<file path="config.mk">
export PLATFORM = sky130hd
export DESIGN_NAME = out_uart_tx
export DESIGN_NICKNAME = d
export VERILOG_FILES = /design/src/rtl/out_uart_tx.sv
export SDC_FILE = /design/constraint.sdc
export NUM_CORES = 1
export LEC_CHECK = 0
export ABC_AREA = 0
export ABC_CLOCK_PERIOD_IN_PS = 11900
export BUFFER_PORTS_ARGS = -buffer_cell sky130_fd_sc_hd__buf_2
export CORE_MARGIN = 5
export CORE_UTILIZATION = 40
export DETAILED_ROUTE_END_ITERATION = 16
export PLACE_DENSITY_LB_ADDON = 0.15
export SLEW_MARGIN = 20
export SYNTH_ARGS = -nofsm -noshare
export SYNTH_HDL_FRONTEND = slang
export SYNTH_SLANG_ARGS = --single-unit
</file>
<file path="constraint.sdc">
create_clock -name clock -period 11.9 [get_ports clock]
set_clock_uncertainty 0.05 [all_clocks]
set_input_delay 1.19 -clock clock [delete_from_list [all_inputs] [get_ports clock]]
set_output_delay 1.19 -clock clock [all_outputs]
set_load 0.02 [all_outputs]
</file>
<file path="src/rtl/out_uart_tx.sv">
// Queues each outdisplay record and prints it as an ASCII line over an 8N1 UART; one "H\r\n" line follows halt.
// Latency: strobe in t -> tx start bit in t+2; each byte is 10*CLKS_PER_BIT+1 cycles; full FIFO drops records (sticky overflow).
module out_uart_tx #(
   parameter int CLKS_PER_BIT = 347,
   parameter int DEPTH_LOG2   = 3
) (
   input  logic        clock,
   input  logic        reset,
   input  logic [15:0] outval1,
   input  logic [15:0] outval2,
   input  logic [2:0]  outsel,
   input  logic        outdisplay,
   input  logic        halting,
   output logic        tx,
   output logic        busy,
   output logic        overflow
);

   localparam int DEPTH = 1 << DEPTH_LOG2;
   localparam int CW    = DEPTH_LOG2 + 1;

   localparam logic [CW-1:0] CNT_FULL  = CW'(DEPTH);
   localparam logic [11:0]   BAUD_LAST = 12'(CLKS_PER_BIT - 1);
   localparam logic [3:0]    REC_LAST  = 4'd12;
   localparam logic [3:0]    HALT_LAST = 4'd2;

   typedef enum logic [2:0] {
      ST_IDLE,
      ST_LOAD,
      ST_START,
      ST_DATA,
      ST_STOP
   } state_t;

   function automatic logic [7:0] hex_digit(input logic [3:0] n);
      return (n < 4'd10) ? (8'h30 + {4'h0, n}) : (8'h37 + {4'h0, n});
   endfunction

   // Record layout: {outsel[34:32], outval1[31:16], outval2[15:0]}.
   function automatic logic [7:0] line_byte(input logic       halt_mode,
                                            input logic [3:0]  idx,
                                            input logic [34:0] rec);
      logic [7:0] b;
      b = 8'h0A;
      if (halt_mode) begin
         case (idx)
            4'd0:    b = 8'h48;
            4'd1:    b = 8'h0D;
            default: b = 8'h0A;
         endcase
      end else begin
         case (idx)
            4'd0:       b = 8'h30 + {5'd0, rec[34:32]};
            4'd1, 4'd6: b = 8'h20;
            4'd2:       b = hex_digit(rec[31:28]);
            4'd3:       b = hex_digit(rec[27:24]);
            4'd4:       b = hex_digit(rec[23:20]);
            4'd5:       b = hex_digit(rec[19:16]);
            4'd7:       b = hex_digit(rec[15:12]);
            4'd8:       b = hex_digit(rec[11:8]);
            4'd9:       b = hex_digit(rec[7:4]);
            4'd10:      b = hex_digit(rec[3:0]);
            4'd11:      b = 8'h0D;
            default:    b = 8'h0A;
         endcase
      end
      return b;
   endfunction

   logic [34:0]           mem_q [DEPTH];
   logic [DEPTH_LOG2-1:0] wr_ptr_q, rd_ptr_q;
   logic [CW-1:0]         count_q;
   logic                  overflow_q;
   logic                  fifo_full, fifo_empty, push, pop;
   logic [34:0]           head;

   assign fifo_full  = (count_q == CNT_FULL);
   assign fifo_empty = (count_q == '0);
   assign push       = outdisplay && !fifo_full;
   assign head       = mem_q[rd_ptr_q];

   always_ff @(posedge clock) begin
      if (reset) begin
         wr_ptr_q   <= '0;
         rd_ptr_q   <= '0;
         count_q    <= '0;
         overflow_q <= 1'b0;
      end else begin
         if (push) wr_ptr_q <= wr_ptr_q + 1'b1;
         if (pop)  rd_ptr_q <= rd_ptr_q + 1'b1;
         if (push && !pop)      count_q <= count_q + 1'b1;
         else if (pop && !push) count_q <= count_q - 1'b1;
         // Fullness is judged on the registered count, so a same-cycle pop cannot save the record.
         if (outdisplay && fifo_full) overflow_q <= 1'b1;
      end
   end

   always_ff @(posedge clock) begin
      if (push) mem_q[wr_ptr_q] <= {outsel, outval1, outval2};
   end

   logic halting_q, halt_pending_q, halt_sent_q;
   logic halt_rise, halt_take;

   assign halt_rise = halting && !halting_q;

   always_ff @(posedge clock) begin
      if (reset) begin
         halting_q      <= 1'b0;
         halt_pending_q <= 1'b0;
         halt_sent_q    <= 1'b0;
      end else begin
         halting_q <= halting;
         if (halt_take) begin
            halt_pending_q <= 1'b0;
            halt_sent_q    <= 1'b1;
         end else if (halt_rise && !halt_sent_q) begin
            halt_pending_q <= 1'b1;
         end
      end
   end

   state_t      state_q, state_d;
   logic        mode_q, mode_d;
   logic [3:0]  idx_q, idx_d;
   logic [3:0]  last_q, last_d;
   logic [34:0] rec_q, rec_d;
   logic [7:0]  shift_q, shift_d;
   logic [11:0] baud_q, baud_d;
   logic [2:0]  bit_q, bit_d;
   logic        tx_q, tx_d;

   always_ff @(posedge clock) begin
      if (reset) begin
         state_q <= ST_IDLE;
         mode_q  <= 1'b0;
         idx_q   <= '0;
         last_q  <= '0;
         rec_q   <= '0;
         shift_q <= '0;
         baud_q  <= '0;
         bit_q   <= '0;
         tx_q    <= 1'b1;
      end else begin
         state_q <= state_d;
         mode_q  <= mode_d;
         idx_q   <= idx_d;
         last_q  <= last_d;
         rec_q   <= rec_d;
         shift_q <= shift_d;
         baud_q  <= baud_d;
         bit_q   <= bit_d;
         tx_q    <= tx_d;
      end
   end

   always_comb begin
      state_d   = state_q;
      mode_d    = mode_q;
      idx_d     = idx_q;
      last_d    = last_q;
      rec_d     = rec_q;
      shift_d   = shift_q;
      baud_d    = baud_q;
      bit_d     = bit_q;
      pop       = 1'b0;
      halt_take = 1'b0;

      case (state_q)
         ST_IDLE: begin
            idx_d = '0;
            // A record arriving this cycle counts as queued, so the FSM leaves IDLE on the push edge.
            if (!fifo_empty || push) begin
               state_d = ST_LOAD;
               mode_d  = 1'b0;
               last_d  = REC_LAST;
            end else if (halt_pending_q) begin
               state_d   = ST_LOAD;
               mode_d    = 1'b1;
               last_d    = HALT_LAST;
               halt_take = 1'b1;
            end
         end
         ST_LOAD: begin
            if (!mode_q && idx_q == 4'd0) begin
               pop     = 1'b1;
               rec_d   = head;
               shift_d = line_byte(1'b0, 4'd0, head);
            end else begin
               shift_d = line_byte(mode_q, idx_q, rec_q);
            end
            baud_d  = '0;
            state_d = ST_START;
         end
         ST_START: begin
            if (baud_q == BAUD_LAST) begin
               baud_d  = '0;
               bit_d   = '0;
               state_d = ST_DATA;
            end else begin
               baud_d = baud_q + 12'd1;
            end
         end
         ST_DATA: begin
            if (baud_q == BAUD_LAST) begin
               baud_d  = '0;
               shift_d = {1'b0, shift_q[7:1]};
               if (bit_q == 3'd7) state_d = ST_STOP;
               else               bit_d   = bit_q + 3'd1;
            end else begin
               baud_d = baud_q + 12'd1;
            end
         end
         ST_STOP: begin
            if (baud_q == BAUD_LAST) begin
               baud_d = '0;
               if (idx_q < last_q) begin
                  idx_d   = idx_q + 4'd1;
                  state_d = ST_LOAD;
               end else begin
                  idx_d   = '0;
                  state_d = ST_IDLE;
               end
            end else begin
               baud_d = baud_q + 12'd1;
            end
         end
         default: state_d = ST_IDLE;
      endcase

      // The line level is registered from the next state so tx never glitches.
      case (state_d)
         ST_START: tx_d = 1'b0;
         ST_DATA:  tx_d = shift_d[0];
         default:  tx_d = 1'b1;
      endcase
   end

   assign tx       = tx_q;
   assign overflow = overflow_q;
   assign busy     = (state_q != ST_IDLE) || !fifo_empty || halt_pending_q;

endmodule

</file>
==> impl_metrics.toml <==
[outcome]
run_status = "finished clean"

[grt]
grt_pass1_wl_um = 51100
grt_pass1_vias = 8583
grt_use_total = 0.159
grt.overflow.total = 0
largest_net_degree_at_the_start_of_global_routing = 73
grt_antenna_before_repair = 2

[timing]
layout_min_cycle_time_ns = 3.24
setup-tns-final_ns = 0
setup_viol = 0
fmax_mhz = 309
number_of_pins_exceeding_their_max_slew_limit_in_the_final_report = 0
worst_slew_margin_rel = 0.447
final_min_period_over_clock_period = 0.272
grt_setup_unrepaired = "no"
hold_violation_count_in_the_final_report = 0
worst-slew-pin-transition_ns = 0.830

[setup_path]
r2r.worst_path.cells = 13
worst_r2r_startpoint = "idx_q[1]$_SDFFE_PP0P_"
timing.critical_path.to_type = "primary output"
worst-endpoint-arrival_ns = 2.00
reg2reg_setup_slack_ns = 8.67
worstPathMaxFanout = 5
r2r_end = "count_q[3]$_SDFFE_PP0P_"
worst_ep_required_time_ns = 10.66
critPathKind = "flip-flop to primary output"
worst_setup_path_start_kind = "flip-flop"

[clocking]
clk_transition_reported_paths_ns = 0.06
tritoncts.num_buffers = 40
cts_tree = "yes"
h-tree-depth = 2
ctsRootBufferMaster = "sky130_fd_sc_hd__clkbuf_16"
buffer_count_from_post_cts_setup_fixing = 0
clock_latency_ns = 0.56
clock_sink_count = 363
cts_resized = 0
max-clock-path-buffers = 3
cts-hold-fix-buffers = 0

[synth]
ys_seq_elements = 363
netlist-cell-type-count = 67
synth.top_cells.by_count = "280 x sky130_fd_sc_hd__edfxtp_1, 84 x sky130_fd_sc_hd__nor2_1, 83 x sky130_fd_sc_hd__dfxtp_1, 70 x sky130_fd_sc_hd__mux4_2, 52 x sky130_fd_sc_hd__nand2_1"
syn-num-nets = 1070
synth_area_leaders = "sky130_fd_sc_hd__edfxtp_1 55%, sky130_fd_sc_hd__dfxtp_1 11%, sky130_fd_sc_hd__mux4_2 10%, sky130_fd_sc_hd__mux2i_1 2.4%, sky130_fd_sc_hd__a211oi_1 2.1%"
synth_async_sr_flop_share = 0
mappedNetlistArea_mm2 = 0.0153
synth_enable_flop_cells = 280
synth_sequential_area_ratio = 0.659
synth_largest_area_cell = "sky130_fd_sc_hd__edfxtp_1"
synth_area_per_cell_um2 = 15.2
yosys_warnings = 0
synthCells = 1007
postSynth.topFlopCell = "sky130_fd_sc_hd__edfxtp_1"
most_frequent_cell_after_synthesis = "sky130_fd_sc_hd__edfxtp_1"
synthDominantCellAreaShare = 0.550

[worst_hold_path]
min_path_type = "flip-flop to flip-flop"
min_to = "bit_q[0]$_SDFFE_PP0P_"
cells_on_worst_hold_path = 2
worst_hold_startpoint = "bit_q[0]$_SDFFE_PP0P_"

[power_and_ir_drop]
internal_power_mw = 2.54
p_total_mw = 3.60
combinationalPowerShare = 0.218
p_per_area_mw_per_mm2 = 209
reported_leakage_power_nw = 5.44
ir_worst_vdd_mv = 0.115
power.net_switching_mw = 1.07
power.clock.fraction = 0.320
switching_fraction = 0.296
power_frac_seq = 0.461

[drt]
drt_met1_wl_um = 15200
wl_per_cell_um = 20.3
vias_per_cell = 5.36
post_detailed_route_drc_marker_count = 0
drt_pass1_iterations = 5
met2RoutedLength_um = 15100
drt_wl_total_um = 32300
top_layer_used = "met5"
drt.antenna.violating_nets = 0
detailedRoute.firstIterationViolations = 545
met3WireLength_um = 1260
dr_total_vias = 8566

[floorplan]
placeableCoreArea_mm2 = 0.0377
floorplan.die_area_mm2 = 0.0422
initial_utilization = 0.406
io_pins = 42
chipHeight_um = 205
die-width_um = 205
row_count = 71

[placed_design]
dp_hpwl_um = 19000
port-buffer-count = 41
gpl.final_weighted_congestion = 0.869
cell_area_after_placement_mm2 = 0.0160
place.detailed.instances = 1525

[layout]
syn_to_final_growth_pct = 13.0
finish.instance_area_mm2 = 0.0173
antenna_diode_instance_count = 0
drive_gt1_frac = 0.192
area_of_the_multi_input_gates_mm2 = 0.00488
finalNonFillerCells = 1597
sequential_cell_area_mm2 = 0.0101
num-fill-cells = 3376
design.final.nets = 1119

[job]
max_cap_violations = 0
==> flip-flops by register name, indices dropped and copies added, names as in the netlist, 4 cells and up, named ones only <==
name     flops
mem_q      280
rec_q       34
idx_q        4
count_q      4
baud_q      12
shift_q      7
==> cell usage in the layout, fill, tap and decap left out, types with 5 or more instances in the layout <==
cell type                   synthesis  final
sky130_fd_sc_hd__mux2i_1           36     36
sky130_fd_sc_hd__nor3_1            17     13
sky130_fd_sc_hd__nor2_1            84     81
sky130_fd_sc_hd__edfxtp_1         280    280
sky130_fd_sc_hd__a211oi_1          43     43
sky130_fd_sc_hd__clkinv_2           0      7
sky130_fd_sc_hd__nand4_1            7      7
sky130_fd_sc_hd__a21oi_1           47     47
sky130_fd_sc_hd__nor2b_1           14     14
sky130_fd_sc_hd__ha_1              23     23
sky130_fd_sc_hd__nand2_1           52     52
sky130_fd_sc_hd__xnor2_1           15     15
sky130_fd_sc_hd__mux4_2            70     70
sky130_fd_sc_hd__nand2b_1           8      8
sky130_fd_sc_hd__buf_2             21     41
sky130_fd_sc_hd__nand3_1            9      9
sky130_fd_sc_hd__clkbuf_16          0     41
sky130_fd_sc_hd__nand3b_1           5      5
sky130_fd_sc_hd__xor2_1            11     11
sky130_fd_sc_hd__clkinv_1           0      5
sky130_fd_sc_hd__o22ai_1            7      7
sky130_fd_sc_hd__o21ai_0           28     28
sky130_fd_sc_hd__nor2_4             2      5
sky130_fd_sc_hd__buf_4              9     16
sky130_fd_sc_hd__dfxtp_1           83     80
sky130_fd_sc_hd__and4b_1            7      7
sky130_fd_sc_hd__clkbuf_1          13     11
sky130_fd_sc_hd__nor4_1             8      7
sky130_fd_sc_hd__inv_1             27     27
sky130_fd_sc_hd__a31oi_1            5      5
==> worst max-delay path by stage <==
stage / start / end / slack (ns) / cells past startpoint
global route: idx_q[1]$_SDFFE_PP0P_ / count_q[3]$_SDFFE_PP0P_ / 8.43 / 13
floorplan: outdisplay / mem_q[0][0]$_DFFE_PP_ / 6.68 / 2
global placement: outdisplay / count_q[3]$_SDFFE_PP0P_ / 8.56 / 11
detailed placement: outdisplay / count_q[3]$_SDFFE_PP0P_ / 8.54 / 11
CTS: count_q[0]$_SDFFE_PP0P_ / busy / 8.54 / 4
finish: count_q[0]$_SDFFE_PP0P_ / busy / 8.66 / 4
==> per-stage QoR <==
step           hold WS [ns]  setup WS [ns]  utilization
5_1_grt               0.442           8.43        0.458
4_1_cts               0.417           8.54        0.458
2_1_floorplan         0.386           6.68            -
6_report              0.418           8.66        0.458
3_3_place_gp          0.398           8.56        0.425
3_5_place_dp          0.408           8.54        0.425
==> cell families (layout without fill, tap and decap cells) <==
| logic type | Yosys count | after routing | synth area share |
|---|---|---|---|
| flops | 363 | 363 | 0.659 |
| fa+ha+maj | 24 | 24 | 0.0201 |
| buf+inv | 77 | 156 | 0.0253 |
| compound gates | 169 | 169 | 0.0724 |
| mux | 108 | 108 | 0.128 |
| xor+xnor | 26 | 26 | 0.0149 |
| simple gates | 240 | 240 | 0.0802 |
==> metal layers <==
metal,vias to the layer above,global-route usage
li1,4037,-
met1,4298,0.229
met2,168,0.245
met3,59,0.0287
met4,4,0.0510
met5,-,0
==> critical path, cell delays in order, from the launching register on <==
cell	delay (ns)
sky130_fd_sc_hd__dfxtp_1	0.37
sky130_fd_sc_hd__nor4_1	0.49
sky130_fd_sc_hd__nand2_1	0.12
sky130_fd_sc_hd__or2_2	0.30
sky130_fd_sc_hd__buf_2	0.16
==> cell type report <==
class,count,area share
clock inverters,20,0.0101
clock buffers,52,0.0618
inverters,27,0.00587
repair buffers,57,0.0188
well taps,511,0.0370
multi-input cells,567,0.283
flip-flops and latches,363,0.584
==> power groups by stage <==
stage	combinational [mW]	sequential (mW)	clock (mW)
3_5_place_dp	0.799	1.69	0
5_1_grt	0.879	1.69	1.26
2_1_floorplan	0.671	1.61	0
4_1_cts	0.801	1.67	1.19
3_3_place_gp	0.790	1.69	0
6_report	0.787	1.66	1.15
Note: power is estimated with default switching activity, not from simulation.
